**config.mk**
```make
export PLATFORM = sky130hd
export DESIGN_NAME = alu_muldiv
export DESIGN_NICKNAME = d
export VERILOG_FILES = /design/src/rtl/alu_muldiv.sv
export SDC_FILE = /design/constraint.sdc
export NUM_CORES = 1
export LEC_CHECK = 0
export CAP_MARGIN = 30
export CELL_PAD_IN_SITES_DETAIL_PLACEMENT = 0
export CELL_PAD_IN_SITES_GLOBAL_PLACEMENT = 1
export CORE_MARGIN = 1.5
export CORE_UTILIZATION = 48
export DETAILED_ROUTE_END_ITERATION = 12
export PLACE_DENSITY_LB_ADDON = 0.1
export SYNTH_ARGS = -nofsm -noshare
export SYNTH_HDL_FRONTEND = slang
export SYNTH_SLANG_ARGS = --single-unit
```
**constraint.sdc**
```tcl
create_clock -name CLK -period 13.6 [get_ports CLK]
set_input_delay 2.72 -clock CLK [delete_from_list [all_inputs] [get_ports CLK]]
set_output_delay 2.72 -clock CLK [all_outputs]
set_load 0.02 [all_outputs]
```
**src/rtl/alu_muldiv.sv**
```systemverilog
// alu_muldiv: iterative multiply/divide unit with HI/LO result registers.
// One shift-add (multiply) or restoring shift-subtract (divide) step per
// RUN cycle on operand magnitudes, with sign correction applied in FIX.
module alu_muldiv #(
  parameter int WIDTH = 32
) (
  input  logic             CLK,
  input  logic             RST,
  input  logic             start,
  input  logic [1:0]       op,
  input  logic             flush,
  input  logic [WIDTH-1:0] a,
  input  logic [WIDTH-1:0] b,
  output logic             busy,
  output logic             done,
  output logic             div_zero,
  output logic [WIDTH-1:0] hi,
  output logic [WIDTH-1:0] lo
);

  localparam int CW = $clog2(WIDTH) + 1;

  typedef enum logic [1:0] {
    IDLE = 2'b00,
    RUN  = 2'b01,
    FIX  = 2'b10
  } state_t;

  // Two's complement negate when n is set (operand width).
  function automatic logic [WIDTH-1:0] neg_if_w(input logic n, input logic [WIDTH-1:0] x);
    return n ? (~x + {{(WIDTH-1){1'b0}}, 1'b1}) : x;
  endfunction

  // Two's complement negate when n is set (double width).
  function automatic logic [2*WIDTH-1:0] neg_if_2w(input logic n, input logic [2*WIDTH-1:0] x);
    return n ? (~x + {{(2*WIDTH-1){1'b0}}, 1'b1}) : x;
  endfunction

  state_t             state_r;
  logic [CW-1:0]      cnt_r;
  logic               is_div_r;
  logic               dz_r;
  logic               res_neg_r;   // product / quotient needs negation
  logic               rem_neg_r;   // remainder follows dividend sign
  logic [WIDTH-1:0]   opnd_r;      // multiplicand or divisor magnitude
  logic [2*WIDTH-1:0] p_r;         // {partial product | remainder, multiplier | quotient}

  logic               a_neg_s;
  logic               b_neg_s;
  logic [WIDTH-1:0]   a_mag_s;
  logic [WIDTH-1:0]   b_mag_s;
  logic [WIDTH:0]     mul_sum_s;
  logic               div_ge_s;
  logic [WIDTH-1:0]   div_sub_s;
  logic [2*WIDTH-1:0] step_s;
  logic [2*WIDTH-1:0] prod_fix_s;
  logic [WIDTH-1:0]   hi_s;
  logic [WIDTH-1:0]   lo_s;

  // Operand sign and magnitude at acceptance; unsigned ops never negate.
  always_comb begin
    a_neg_s = ~op[0] & a[WIDTH-1];
    b_neg_s = ~op[0] & b[WIDTH-1];
    a_mag_s = neg_if_w(a_neg_s, a);
    b_mag_s = neg_if_w(b_neg_s, b);
  end

  // One iteration of shift-add multiply or restoring shift-subtract divide.
  always_comb begin
    mul_sum_s = {1'b0, p_r[2*WIDTH-1:WIDTH]}
              + (p_r[0] ? {1'b0, opnd_r} : {(WIDTH+1){1'b0}});
    // Partial remainder shifted left with the next dividend bit appended.
    div_ge_s  = (p_r[2*WIDTH-1:WIDTH-1] >= {1'b0, opnd_r});
    div_sub_s = p_r[2*WIDTH-2:WIDTH-1] - opnd_r;
    if (is_div_r) begin
      if (div_ge_s) begin
        step_s = {div_sub_s, p_r[WIDTH-2:0], 1'b1};
      end else begin
        step_s = {p_r[2*WIDTH-2:0], 1'b0};
      end
    end else begin
      step_s = {mul_sum_s, p_r[WIDTH-1:1]};
    end
  end

  // Sign-corrected result presented to the HI/LO registers in FIX.
  always_comb begin
    prod_fix_s = neg_if_2w(res_neg_r, p_r);
    if (dz_r) begin
      hi_s = p_r[2*WIDTH-1:WIDTH];
      lo_s = p_r[WIDTH-1:0];
    end else if (is_div_r) begin
      hi_s = neg_if_w(rem_neg_r, p_r[2*WIDTH-1:WIDTH]);
      lo_s = neg_if_w(res_neg_r, p_r[WIDTH-1:0]);
    end else begin
      hi_s = prod_fix_s[2*WIDTH-1:WIDTH];
      lo_s = prod_fix_s[WIDTH-1:0];
    end
  end

  // Control FSM, datapath state and registered outputs.
  always_ff @(posedge CLK or posedge RST) begin
    if (RST) begin
      state_r   <= IDLE;
      cnt_r     <= {CW{1'b0}};
      is_div_r  <= 1'b0;
      dz_r      <= 1'b0;
      res_neg_r <= 1'b0;
      rem_neg_r <= 1'b0;
      opnd_r    <= {WIDTH{1'b0}};
      p_r       <= {(2*WIDTH){1'b0}};
      busy      <= 1'b0;
      done      <= 1'b0;
      div_zero  <= 1'b0;
      hi        <= {WIDTH{1'b0}};
      lo        <= {WIDTH{1'b0}};
    end else begin
      done <= 1'b0;
      if (flush) begin
        state_r <= IDLE;
        busy    <= 1'b0;
      end else begin
        case (state_r)
          IDLE: begin
            if (start) begin
              busy      <= 1'b1;
              cnt_r     <= {CW{1'b0}};
              is_div_r  <= op[1];
              res_neg_r <= a_neg_s ^ b_neg_s;
              rem_neg_r <= a_neg_s;
              dz_r      <= op[1] & (b == {WIDTH{1'b0}});
              if (op[1] && (b == {WIDTH{1'b0}})) begin
                // Divide by zero: result is fixed, go straight to FIX.
                p_r     <= {a, {WIDTH{1'b1}}};
                state_r <= FIX;
              end else if (op[1]) begin
                opnd_r  <= b_mag_s;
                p_r     <= {{WIDTH{1'b0}}, a_mag_s};
                state_r <= RUN;
              end else begin
                opnd_r  <= a_mag_s;
                p_r     <= {{WIDTH{1'b0}}, b_mag_s};
                state_r <= RUN;
              end
            end
          end
          RUN: begin
            p_r   <= step_s;
            cnt_r <= cnt_r + {{(CW-1){1'b0}}, 1'b1};
            if (cnt_r == CW'(WIDTH-1)) begin
              state_r <= FIX;
            end
          end
          FIX: begin
            hi       <= hi_s;
            lo       <= lo_s;
            div_zero <= dz_r;
            done     <= 1'b1;
            busy     <= 1'b0;
            state_r  <= IDLE;
          end
          default: begin
            state_r <= IDLE;
            busy    <= 1'b0;
          end
        endcase
      end
    end
  end

endmodule

```
### Word-level counts from Yosys, hierarchy flattened

Index checks and enable logic that the tools add are counted.

| storage, ports and cells | value |
|---|---|
| register bits after elaboration | 175 |
| bits in latches | 0 |
| RAM bits | 0 |
| memory bits (read-only) | 0 |
| input port bits | 70 |
| output and inout bits | 67 |
| logic and storage cells | 80 |
| memories kept | 0 |

| cells by class | value |
|---|---|
| $add $sub $neg | 8 |
| multiply operators | 0 |
| div/mod/pow operators | 0 |
| $lt $le $gt $ge | 1 |
| equal/unequal tests | 7 |
| shift operators | 0 |
| mux-type cells | 29 |
| bitwise logic cells | 12 |
| reduce and logical (&&, ||, !) cells | 10 |

Operators with widths:

| cell | number |
|---|---|
| $mux W32 | 11 |
| $mux W64 | 5 |
| $add A32 B1 Y32 const B | 4 |
| $not A32 Y32 | 4 |
| $pmux W64 S2 | 1 |
| $add A64 B1 Y64 const B | 1 |
| $not A64 Y64 | 1 |
| $add A32 B32 Y33 | 1 |
| $ge A33 B32 Y1 | 1 |
| $logic_not A32 Y1 | 1 |
| $sub A32 B32 Y32 | 1 |
| $pmux W6 S2 | 1 |
| $mux W2 | 4 |
| $add A6 B1 Y6 const B | 1 |
| $eq A6 B5 Y1 const B | 1 |
| $mux W6 | 1 |
| $ne A3 B3 Y1 const B | 2 |
| $reduce_and A2 Y1 | 3 |
| $reduce_and A3 Y1 | 2 |
| $mux W1 | 4 |
| $ne A2 B2 Y1 const B | 2 |
| $pmux W2 S2 | 1 |
| $reduce_and A4 Y1 | 1 |
| $and A1 B1 Y1 | 3 |
| 8 further kinds | 10 |

### Longest topological paths before layout

Gate-level depths: netlist of run 1.

| logic depth | value |
|---|---|
| word-level depth | 7 |
| gate-level depth with buffers | 13 |
| depth with buffers taken out | 12 |

### Worst setup path before layout of run 1

OpenSTA, ideal clock, no wires.

| timing path | value |
|---|---|
| path type | input -> register |
| start | in a[6] |
| end | reg opnd_r[25] |
| setup time | 0.121 ns |
| arrival time | 4.944 ns |
| data required time | 13.479 ns |
| path slack | 8.535 ns |
| cell stages on the path | 8 |
| buffers on the path | 0 |
| cells stage by stage | or4_1 or3_1 nor4_4 nand2_1 o41ai_1 xor2_1 a21oi_1 a22o_1 |

| between the ends | value |
|---|---|
| word-level cells in the longest chain between the ends | 4 |

RTL lines:

| what | RTL line | RTL |
|---|---|---|
| start, declared | 12 | `input logic [WIDTH-1:0] a,` |
| $not A32 Y32 | 31 | `return n ? (~x + {{(WIDTH-1){1'b0}}, 1'b1}) : x;` |
| $add A32 B1 Y32 | 31 |  |
| $mux W32 | 31 |  |
| $mux W32 | 136 | `end else if (op[1]) begin` |
| end signal, assigned | 110 | `opnd_r <= {WIDTH{1'b0}};` |
| end signal, assigned | 137 | `opnd_r <= b_mag_s;` |
| end signal, assigned | 141 | `opnd_r <= a_mag_s;` |
| end, declared | 45 | `logic [WIDTH-1:0] opnd_r;` |

Every way passes these cells.
A chain may end at the register's enable or synchronous reset.

### Worst setup path in the final report of run 1

| timing path | value |
|---|---|
| start | in b[11] |
| end | reg p_r[28] |

| between the ends | value |
|---|---|
| word-level cells in the longest chain between the ends | 7 |
| elaborated cells between the ends (all ways) | 9 |
| classes of those cells | add/sub (1); mux (5); bitwise (1); reduce/logical (2) |

RTL lines:

| what | RTL line | RTL |
|---|---|---|
| start, declared | 13 | `input logic [WIDTH-1:0] b,` |
| $not A32 Y32 | 31 |  |
| $add A32 B1 Y32 | 31 |  |
| $mux W32 | 31 |  |
| $mux W32 | 136 |  |
| $mux W64 * | 132 | `if (op[1] && (b == {WIDTH{1'b0}})) begin` |
| $mux W64 * | 125 | `if (start) begin` |
| $pmux W64 S2 * | 123 | `case (state_r)` |
| end signal, assigned | 134 | `p_r <= {a, {WIDTH{1'b1}}};` |
| end signal, assigned | 138 | `p_r <= {{WIDTH{1'b0}}, a_mag_s};` |
| end signal, assigned | 142 | `p_r <= {{WIDTH{1'b0}}, b_mag_s};` |
| end, declared | 46 | `logic [2*WIDTH-1:0] p_r;` |

Every way passes the cells marked *; elsewhere a longest branch is shown, timed or not. The select of a mux whose other input is x is not followed.

==> metrics.md, run 1 <==
| Metric | Value |
|---|---|
| DR WL met2 | between 20,000 and 25,000 um |
| CP Launch Type | input port |
| Hold endpoint | hi[4] |
| DRT antenna net count | 0 |
| Clk buf depth | 2 |
| Core Rows | 64 |
| Worst vdd ir | 0.000120 V |
| First-pass GRT wire length | between 80,000 and 90,000 um |
| Port Buf Inserts | between 100 and 150 |
| Post-synth EDFFs | 0 |
| Part of the cycle the worst path needs | 0.440 |
| Worst Path Required | 13.94 ns |
| Worst Hold Launch | hi[4] |
| Final hold vios | 0 |
| Fraction of registers with async set/reset | 1.00 |
| FF-to-FF path depth | 9 |
| Worst setup margin | approximately 7.6 ns |
| Relative slew slack | 0.317 |
| Top-count cell post-synth | nand2_1 |
| Total Power | 4740 uW |
| Drt pass-1 iters | 5 |
| Met3 WL | 4410 um |
| Cell Area, Synth | between 15,000 and 20,000 sq um |
| Largest net degree at the start of global routing | roughly 110 |
| CTS Hold Bufs | 0 |
| Total GRT Usage | 0.337 |
| Die area | between 30,000 and 40,000 sq um |
| Cells after DPL | around 2.4k |
| Fin area | between 15,000 and 20,000 sq um |
| Max-cap violation count | 0 |
| CTS resizes | 0 |
| Total gr overflow | 0 |
| Final HPWL from detailed placement | between 40,000 and 50,000 um |
| Core Region | approximately 31,000 sq um |
| Initial antenna violation count | 0 |
| R2r setup slk | 9.56 ns |
| CP Class | input port to flip-flop |
| Top cells by count, synth | nand2_1, o21ai_0, a21oi_1, dfrtp_1, nor2_1 |
| Layout cells sized above 1 | 0.0480 |
| Final std cells w/o fill | between 2k and 2.5k |
| Critical path capture point type | flip-flop |
| Max FO, Critical Path | 34 |
| Number of I/O pins | between 100 and 150 |
| H-tree Lvls | 4 |
| Clock Tree Root | clkbuf_16 |
| Worst R2R Start | p_r[45] |
| Synthesized netlist cell count | 1,977 |
| Biggest area consumer among synthesized cells | dfrtp_1 |
| Status | finished, final reports clean |
| Syn. warnings | 0 |
| Arr. time, crit path | roughly 6.3 ns |
| Filler cell count | approximately 3k |
| Syn nets | roughly 2.1k |
| Antenna diode count | 0 |
| Top layer in use | met4 |
| Area growth, synth to finish | 14.2% |
| Worst-margin pin slew | 1.02 ns |
| Nets | ~2.2k |
| DIE WIDTH | approximately 180 um |
| DR WL/cell | roughly 23 um |
| Area contributors post-synth | dfrtp_1, o21ai_0, a21oi_1 |
| FF-to-FF End | p_r[49] |
| Via count | between 15k and 20k |
| Setup Total Neg Slack | 0 ns |
| Pre-CTS setup slack | roughly 7.2 ns |
| Number of CTS-inserted buffers | 17 |
| Main synth FF type | dfrtp_1 |
| Met1 wire length | about 24,000 um |
| Count of final setup violators | 0 |
| Seq cells post-synth | between 150 and 200 |
| TritonCTS clock tree | done |
| Vias per inst | between 6 and 7 |
| Top cell type's share of synthesized area | 0.288 |
| DRC Markers | 0 |
| Pwr dens | about 270 nW/um^2 |
| Final WL | between 50,000 and 60,000 um |
| RSZ-0062 raised after global routing | no |
| Final min period | 5.98 ns |
| Clk slew on worst S/H paths | 0.08 ns |
| Clock net sink count | about 180 |
| Initial Util | 0.493 |
| Die Ht | roughly 180 um |
| Post-CTS setup buffers | 0 |
| Hold Path Class | flip-flop to flip-flop |
| Gpl congestion | 0.976 |
| Area of the multi-input gates | 10,100 sq um |
| Syn Area/Cell | 7.68 sq um |
| Final Max Slew Viols | 0 |
| Clk Latency, worst-skew pair | around 0.46 ns |
| Initial DRC count | about 1.4k |
| Sequential Area | 4380 sq um |
| Clk_skew | between 0.02 and 0.025 ns |
| Synth cell types | 85 |
| Fmax | roughly 170 MHz |
| Seq/Total Area, Yosys | 0.288 |
| Vias in the first global route | about 14k |
| Hold depth | 2 |
| Leak | between 0.007 and 0.008 uW |
| Post-DP Area | approximately 17,000 sq um |
per-layer routing:
metal	up-vias	global-route usage
met2	623	0.542
met1	7223	0.450
met5	-	0
li1	7255	-
met4	0	0.140
met3	124	0.0540
per-stage QoR:
step / hold WS [ns] / utilization
2_1_floorplan: 0.449 / -
6_report: 0.477 / 0.563
4_1_cts: 0.486 / 0.561
5_1_grt: 0.497 / 0.563
3_3_place_gp: 0.458 / 0.542
3_5_place_dp: 0.467 / 0.542
flip-flops by register name (all words and copies together), names as in the netlist:
signal	cells
p_r	64
hi	32
lo	32
opnd_r	32
cnt_r	6
state_r	2
busy	1
div_zero	1
done	1
dz_r	1
is_div_r	1
rem_neg_r	1
res_neg_r	1
kinds of logic (layout without fill, tap and decap cells):
kind of cell	Yosys count	count (layout)	synth area share
simple gates	665	665	0.209
compound gates	660	660	0.265
buf+inv	190	255	0.0486
flops	175	175	0.288
xor+xnor	163	163	0.0940
fa+ha+maj	71	71	0.0595
mux	53	53	0.0359
how the worst max path moves through the flow:
stage / slack, ns / depth (start not counted) / startpoint / end
4_1_cts: 7.65 / 8 / b[11] / p_r[28]
5_1_grt: 7.42 / 8 / b[11] / p_r[25]
6_report: 7.62 / 8 / b[11] / p_r[28]
2_1_floorplan: 6.13 / 1 / RST / busy
3_5_place_dp: 7.21 / 8 / b[11] / p_r[28]
3_3_place_gp: 7.27 / 8 / b[11] / opnd_r[15]
report_power, final:
part	total [uW]	switching [uW]	internal (uW)
logic	3120	1890	1230
clock network	499	255	245
registers	1120	372	750
total	4740	2510	2230
worst max-delay path, stage by stage:
cell and delay [ns]:
clkdlybuf4s50_1 0.49, or4_1 0.63, or4_1 0.65, nor3_2 0.40, nand2_1 0.23, nand2_2 0.53, nor2_1 0.30, a221oi_1 0.36
final cells by class:
| class | instances | share of cell area |
|---|---|---|
| well taps | 396 | 0.0286 |
| multi-input cells | 1612 | 0.582 |
| inverters | 66 | 0.0146 |
| clock inverters | 15 | 0.00865 |
| clock buffers | 17 | 0.0245 |
| flip-flops and latches | 175 | 0.252 |
| repair buffers | 157 | 0.0896 |
cell usage in the layout (no fill, tap or decap), drive strengths merged, types with 26 or more instances in the layout:
cell type      count
nand2            243
mux2i             41
xor2              71
dfrtp            175
nand3             30
a21oi            194
a21o              26
xnor2             92
nor3              52
ha                69
clkdlybuf4s50    135
a31oi             39
inv               71
nor2             176
o21ai            213
Note: power is estimated with default switching activity, not from simulation.
==> inputs of run 2 (changes only) <==
- CORE_UTILIZATION: 48 -> 44
- clock period: 13.6 -> 5.55 ns (I/O delays scaled with it)
==> metrics.md, run 2 (same netlist as run 1, synthesis figures left out) <==
| Metric | Value |
|---|---|
| Hold Path Class | flip-flop to flip-flop |
| First-pass GRT wire length | 85,800 um |
| Clk slew on worst S/H paths | 0.07 ns |
| CTS Hold Bufs | 0 |
| DR WL/cell | about 22 um |
| CP Class | input port to flip-flop |
| H-tree Lvls | 4 |
| Final HPWL from detailed placement | between 40,000 and 50,000 um |
| Port Buf Inserts | between 100 and 150 |
| R2r setup slk | ~1.5 ns |
| Nets | roughly 2.2k |
| Total Power | 11,700 uW |
| Setup crit end | p_r[48] |
| Initial antenna violation count | 0 |
| Initial Util | 0.450 |
| Status | finished, final reports clean |
| Gpl congestion | slightly below 1 |
| Met1 wire length | about 25,000 um |
| DRT antenna net count | 0 |
| Max FO, Critical Path | 17 |
| Number of CTS-inserted buffers | 17 |
| Relative slew slack | 0.271 |
| Layout cells sized above 1 | 0.0536 |
| Drt pass-1 iters | 6 |
| Biggest register | p_r |
| Clock Tree Root | clkbuf_16 |
| Total gr overflow | 0 |
| DIE WIDTH | 189 um |
| Vias per inst | 6.09 |
| Critical path capture point type | flip-flop |
| Max reg flops | 64 |
| Most frequent cells in the layout | nand2_1, o21ai_0, a21oi_1 |
| Worst R2R Start | p_r[45] |
| Worst vdd ir | roughly 0.00035 V |
| Vias in the first global route | approximately 15k |
| Worst setup margin | 1.31 ns |
| Final WL | approximately 56,000 um |
| Largest net degree at the start of global routing | 176 |
| Post-CTS setup buffers | 0 |
| Antenna diode count | 0 |
| Core Rows | 67 |
| Max-cap violation count | 0 |
| Area growth, synth to finish | 15.2% |
| Final min period | 4.24 ns |
| Clock net sink count | between 150 and 200 |
| Pre-CTS setup slack | around 0.92 ns |
| Setup Total Neg Slack | 0 ns |
| Post-DP Area | around 17,000 sq um |
| Via count | roughly 15k |
| Final Max Slew Viols | 0 |
| DR WL met2 | 25,300 um |
| Worst Path Required | roughly 5.9 ns |
| Fin area | 17,500 sq um |
| Part of the cycle the worst path needs | 0.765 |
| Worst-margin pin slew | about 1.1 ns |
| Initial DRC count | approximately 1.4k |
| Final hold vios | 0 |
| Number of I/O pins | 137 |
| Top layer in use | met4 |
| FF-to-FF End | p_r[35] |
| FF-to-FF path depth | 9 |
| Clk Latency, worst-skew pair | approximately 0.46 ns |
| Fmax | ~240 MHz |
| CP Launch Type | input port |
| Arr. time, crit path | roughly 4.6 ns |
| Clk buf depth | 2 |
| RSZ-0062 raised after global routing | no |
| Total GRT Usage | 0.315 |
| Core Region | around 34,000 sq um |
| Clk_skew | approximately 0.018 ns |
| Commonest non-fill, non-tap cell in the layout | nand2_1 |
| Leak | 0.00729 uW |
| Die Ht | 189 um |
| CTS resizes | 0 |
| Met3 WL | 3810 um |
| Count of final setup violators | 0 |
| Die area | 35,600 sq um |
| Final Util | 0.518 |
| DRC Markers | 0 |
| TritonCTS clock tree | done |
| Setup crit start | b[11] |
| Pwr dens | about 670 nW/um^2 |
| Worst Hold Launch | hi[2] |
run 2: where the power goes:
part           switching [uW]  internal, uW  leakage, uW
combinational            4730          3060      0.00482
clock                     630           604     0.000283
sequential                859          1840      0.00219
run 2: worst min-delay path by stage:
stage / to / slack, ns / depth (start not counted)
4_1_cts: lo[9] / 0.49 / 2
6_report: hi[2] / 0.48 / 2
3_3_place_gp: lo[3] / 0.46 / 2
2_1_floorplan: opnd_r[19] / 0.45 / 1
3_5_place_dp: busy / 0.47 / 2
5_1_grt: hi[29] / 0.51 / 2
run 2: worst max-delay path: stages:
cell and delay, ns:
clkdlybuf4s50_1 0.50, or4_1 0.63, or4_1 0.64, nor3_2 0.50, nand2_1 0.24, nor2_4 0.52, a22o_1 0.24, a31oi_1 0.04
a31oi_1 0.19
run 2: layer usage:
layer	vias to the layer above	track usage
met5	-	0
met3	102	0.0432
met2	555	0.501
met4	0	0.138
li1	7247	-
met1	7328	0.428
run 2: through the flow:
| step | hold slack (ns) | std cells |
|---|---|---|
| 5_1_grt | 0.505 | 2502 |
| 4_1_cts | 0.485 | 2502 |
| 3_3_place_gp | 0.460 | 2470 |
| 3_5_place_dp | 0.468 | 2470 |
| 2_1_floorplan | 0.449 | 1977 |
| 6_report | 0.478 | 2502 |
run 2: layout make-up:
class                      count  area, sq um
sequential                   175         4380
clock inverter                15          165
fill                        3351        16300
inverter                      66          251
timing repair buffer         169         1620
clock buffer                  17          425
multi-input combinational   1612        10100
tap                          448          561
==> inputs of run 3 (changes only) <==
- clock period: 5.55 -> 4.2 ns (I/O delays scaled with it)
==> metrics.md, run 3 (same netlist as run 1, synthesis figures left out) <==
| Metric | Value |
|---|---|
| Arr. time, crit path | approximately 4.0 ns |
| Clock net sink count | 175 |
| Comb power frac | 0.683 |
| Critical path cell sequence | clkdlybuf4s50_1 > or4_1 > or4_1 > nor3_2 > nand2_1 > nand2_2 > nor2_1 > a221oi_1 |
| Internal | between 7000 and 8000 uW |
| DRC Markers | 0 |
| Layout cells sized above 1 | 0.0730 |
| Largest net degree at the start of global routing | 83 |
| Status | finished, final reports clean |
| Sw Ratio | 0.526 |
| Relative slew slack | 0.307 |
| Final HPWL from detailed placement | between 40,000 and 50,000 um |
| Final WL | between 50,000 and 60,000 um |
| Biggest register | p_r |
| Total gr overflow | 0 |
| Post-DP Area | between 15,000 and 20,000 sq um |
| First-pass GRT wire length | about 88,000 um |
| CTS resizes | 0 |
| Grt met3 use | 0.0413 |
| RSZ-0062 raised after global routing | no |
| Port Buf Inserts | around 140 |
| Vias in the first global route | between 10k and 15k |
| Worst-margin pin slew | about 1 ns |
| CP Class | input port to flip-flop |
| Worst Path Required | 4.55 ns |
| Worst path top cell family by delay | simple AND/OR/NAND/NOR gates |
| FF-to-FF path depth | 13 |
| CTS Hold Bufs | 0 |
| Worst vdd ir | between 0.0005 and 0.0006 V |
| Grt peak-use layer | met2 |
| Delay of the slowest cell on the worst path | ~0.65 ns |
| Setup Total Neg Slack | 0 ns |
| Met1 usage | 0.429 |
| Initial antenna violation count | 0 |
| DR WL/cell | between 20 and 25 um |
| Commonest non-fill, non-tap cell in the layout | nand2_1 |
| Core Region | roughly 34,000 sq um |
| Hold depth | 2 |
| Clk slew on worst S/H paths | 0.08 ns |
| Number of I/O pins | ~140 |
| Max reg flops | 64 |
| Part of the cycle the worst path needs | 0.872 |
| TritonCTS clock tree | done |
| Die Ht | approximately 190 um |
| Gpl congestion | between 0.9 and 1 |
| Power share of the clock group | 0.107 |
| Seq pwr share | 0.210 |
| Slowest-stage cell, CP | or4_1 |
| Critical path capture point type | flip-flop |
| Fmax | roughly 270 MHz |
| Clock Tree Root | clkbuf_16 |
| Nets | approximately 2.2k |
| Hold Path Class | flip-flop to flip-flop |
| Final std cells w/o fill | between 2k and 3k |
| DRT antenna net count | 0 |
| WHS | 0.477 ns |
| Cells after DPL | approximately 2.5k |
| Worst path buffer plus inverter count | 1 |
| H-tree Lvls | 4 |
| Switching power | about 8300 uW |
| Clk Latency, worst-skew pair | roughly 0.46 ns |
| Most frequent cells in the layout | nand2_1, o21ai_0, a21oi_1 |
| Final hold vios | 0 |
| Post-CTS setup buffers | 0 |
| Hold endpoint | lo[30] |
| Total GRT Usage | 0.324 |
| Number of CTS-inserted buffers | 17 |
| Max FO, Critical Path | 13 |
| CP Launch Type | input port |
| Final min period | 3.66 ns |
| R2r setup slk | about 0.56 ns |
| Clk buf depth | 2 |
| Vias per inst | around 6.1 |
| Count of final setup violators | 0 |
| Final Max Slew Viols | 0 |
| Worst R2R Start | p_r[0] |
| Initial DRC count | approximately 1.4k |
| Clk_skew | roughly 0.015 ns |
| Area growth, synth to finish | 17.8% |
| Filler cell count | 3,389 |
| GR Util met2 | 0.529 |
| Worst Hold Launch | lo[30] |
| Initial Util | 0.450 |
| DIE WIDTH | 189 um |
| Fin area | ~18,000 sq um |
| Most common cell on crit path | or4_1 |
| Via count | about 16k |
| Drt pass-1 iters | 5 |
| Leak | ~0.0075 uW |
| Pwr dens | 887 nW/um^2 |
| FF-to-FF End | p_r[62] |
| Die area | roughly 36,000 sq um |
| Max-cap violation count | 0 |
| Core Rows | 67 |
-- run 3: worst max-delay path by stage --
stage | startpoint | slack (ns) | to | cells past startpoint
floorplan | a[6] | 1.01 | opnd_r[25] | 8
global placement | b[11] | 0.21 | p_r[25] | 8
detailed placement | b[11] | 0.11 | p_r[30] | 8
CTS | b[11] | 0.59 | p_r[30] | 8
global route | b[11] | 0.36 | p_r[30] | 8
finish | b[11] | 0.54 | p_r[30] | 8
-- run 3: metal layers --
layer  up-vias  wire length, um
met4         0             2430
li1       7363                -
met1      7568            25300
met2       574            26500
met5         -                0
met3       125             3420
-- run 3: stage by stage --
step,power (uW),utilization,setup slack [ns]
after global placement,13900,0.511,0.212
after detailed placement,14000,0.511,0.115
after floorplan,10400,-,1.01
final,15900,0.530,0.536
after CTS,15700,0.529,0.589
after global routing,17000,0.529,0.358
-- run 3: worst min-delay path: stages, from the launching register on --
cell and delay (ns):
dfrtp_1 0.34, nand2_1 0.04, o21ai_0 0.06
-- run 3: final cells by class --
type | count | area [sq um] | share of cell area
flip-flops and latches | 175 | 4380 | 0.245
repair buffers | 212 | 1970 | 0.110
inverters | 66 | 251 | 0.0141
diodes | 1 | 2.50 | 0.000140
well taps | 448 | 561 | 0.0313
clock inverters | 15 | 204 | 0.0114
multi-input cells | 1612 | 10100 | 0.564
clock buffers | 17 | 425 | 0.0238
-- run 3: power groups by stage --
| stage | clock, uW | combinational, uW | sequential (uW) |
|---|---|---|---|
| after global placement | 0 | 10600 | 3320 |
| final | 1690 | 10800 | 3340 |
| after detailed placement | 0 | 10700 | 3330 |
| after CTS | 1720 | 10700 | 3300 |
| after global routing | 1780 | 11800 | 3420 |
| after floorplan | 0 | 7020 | 3360 |
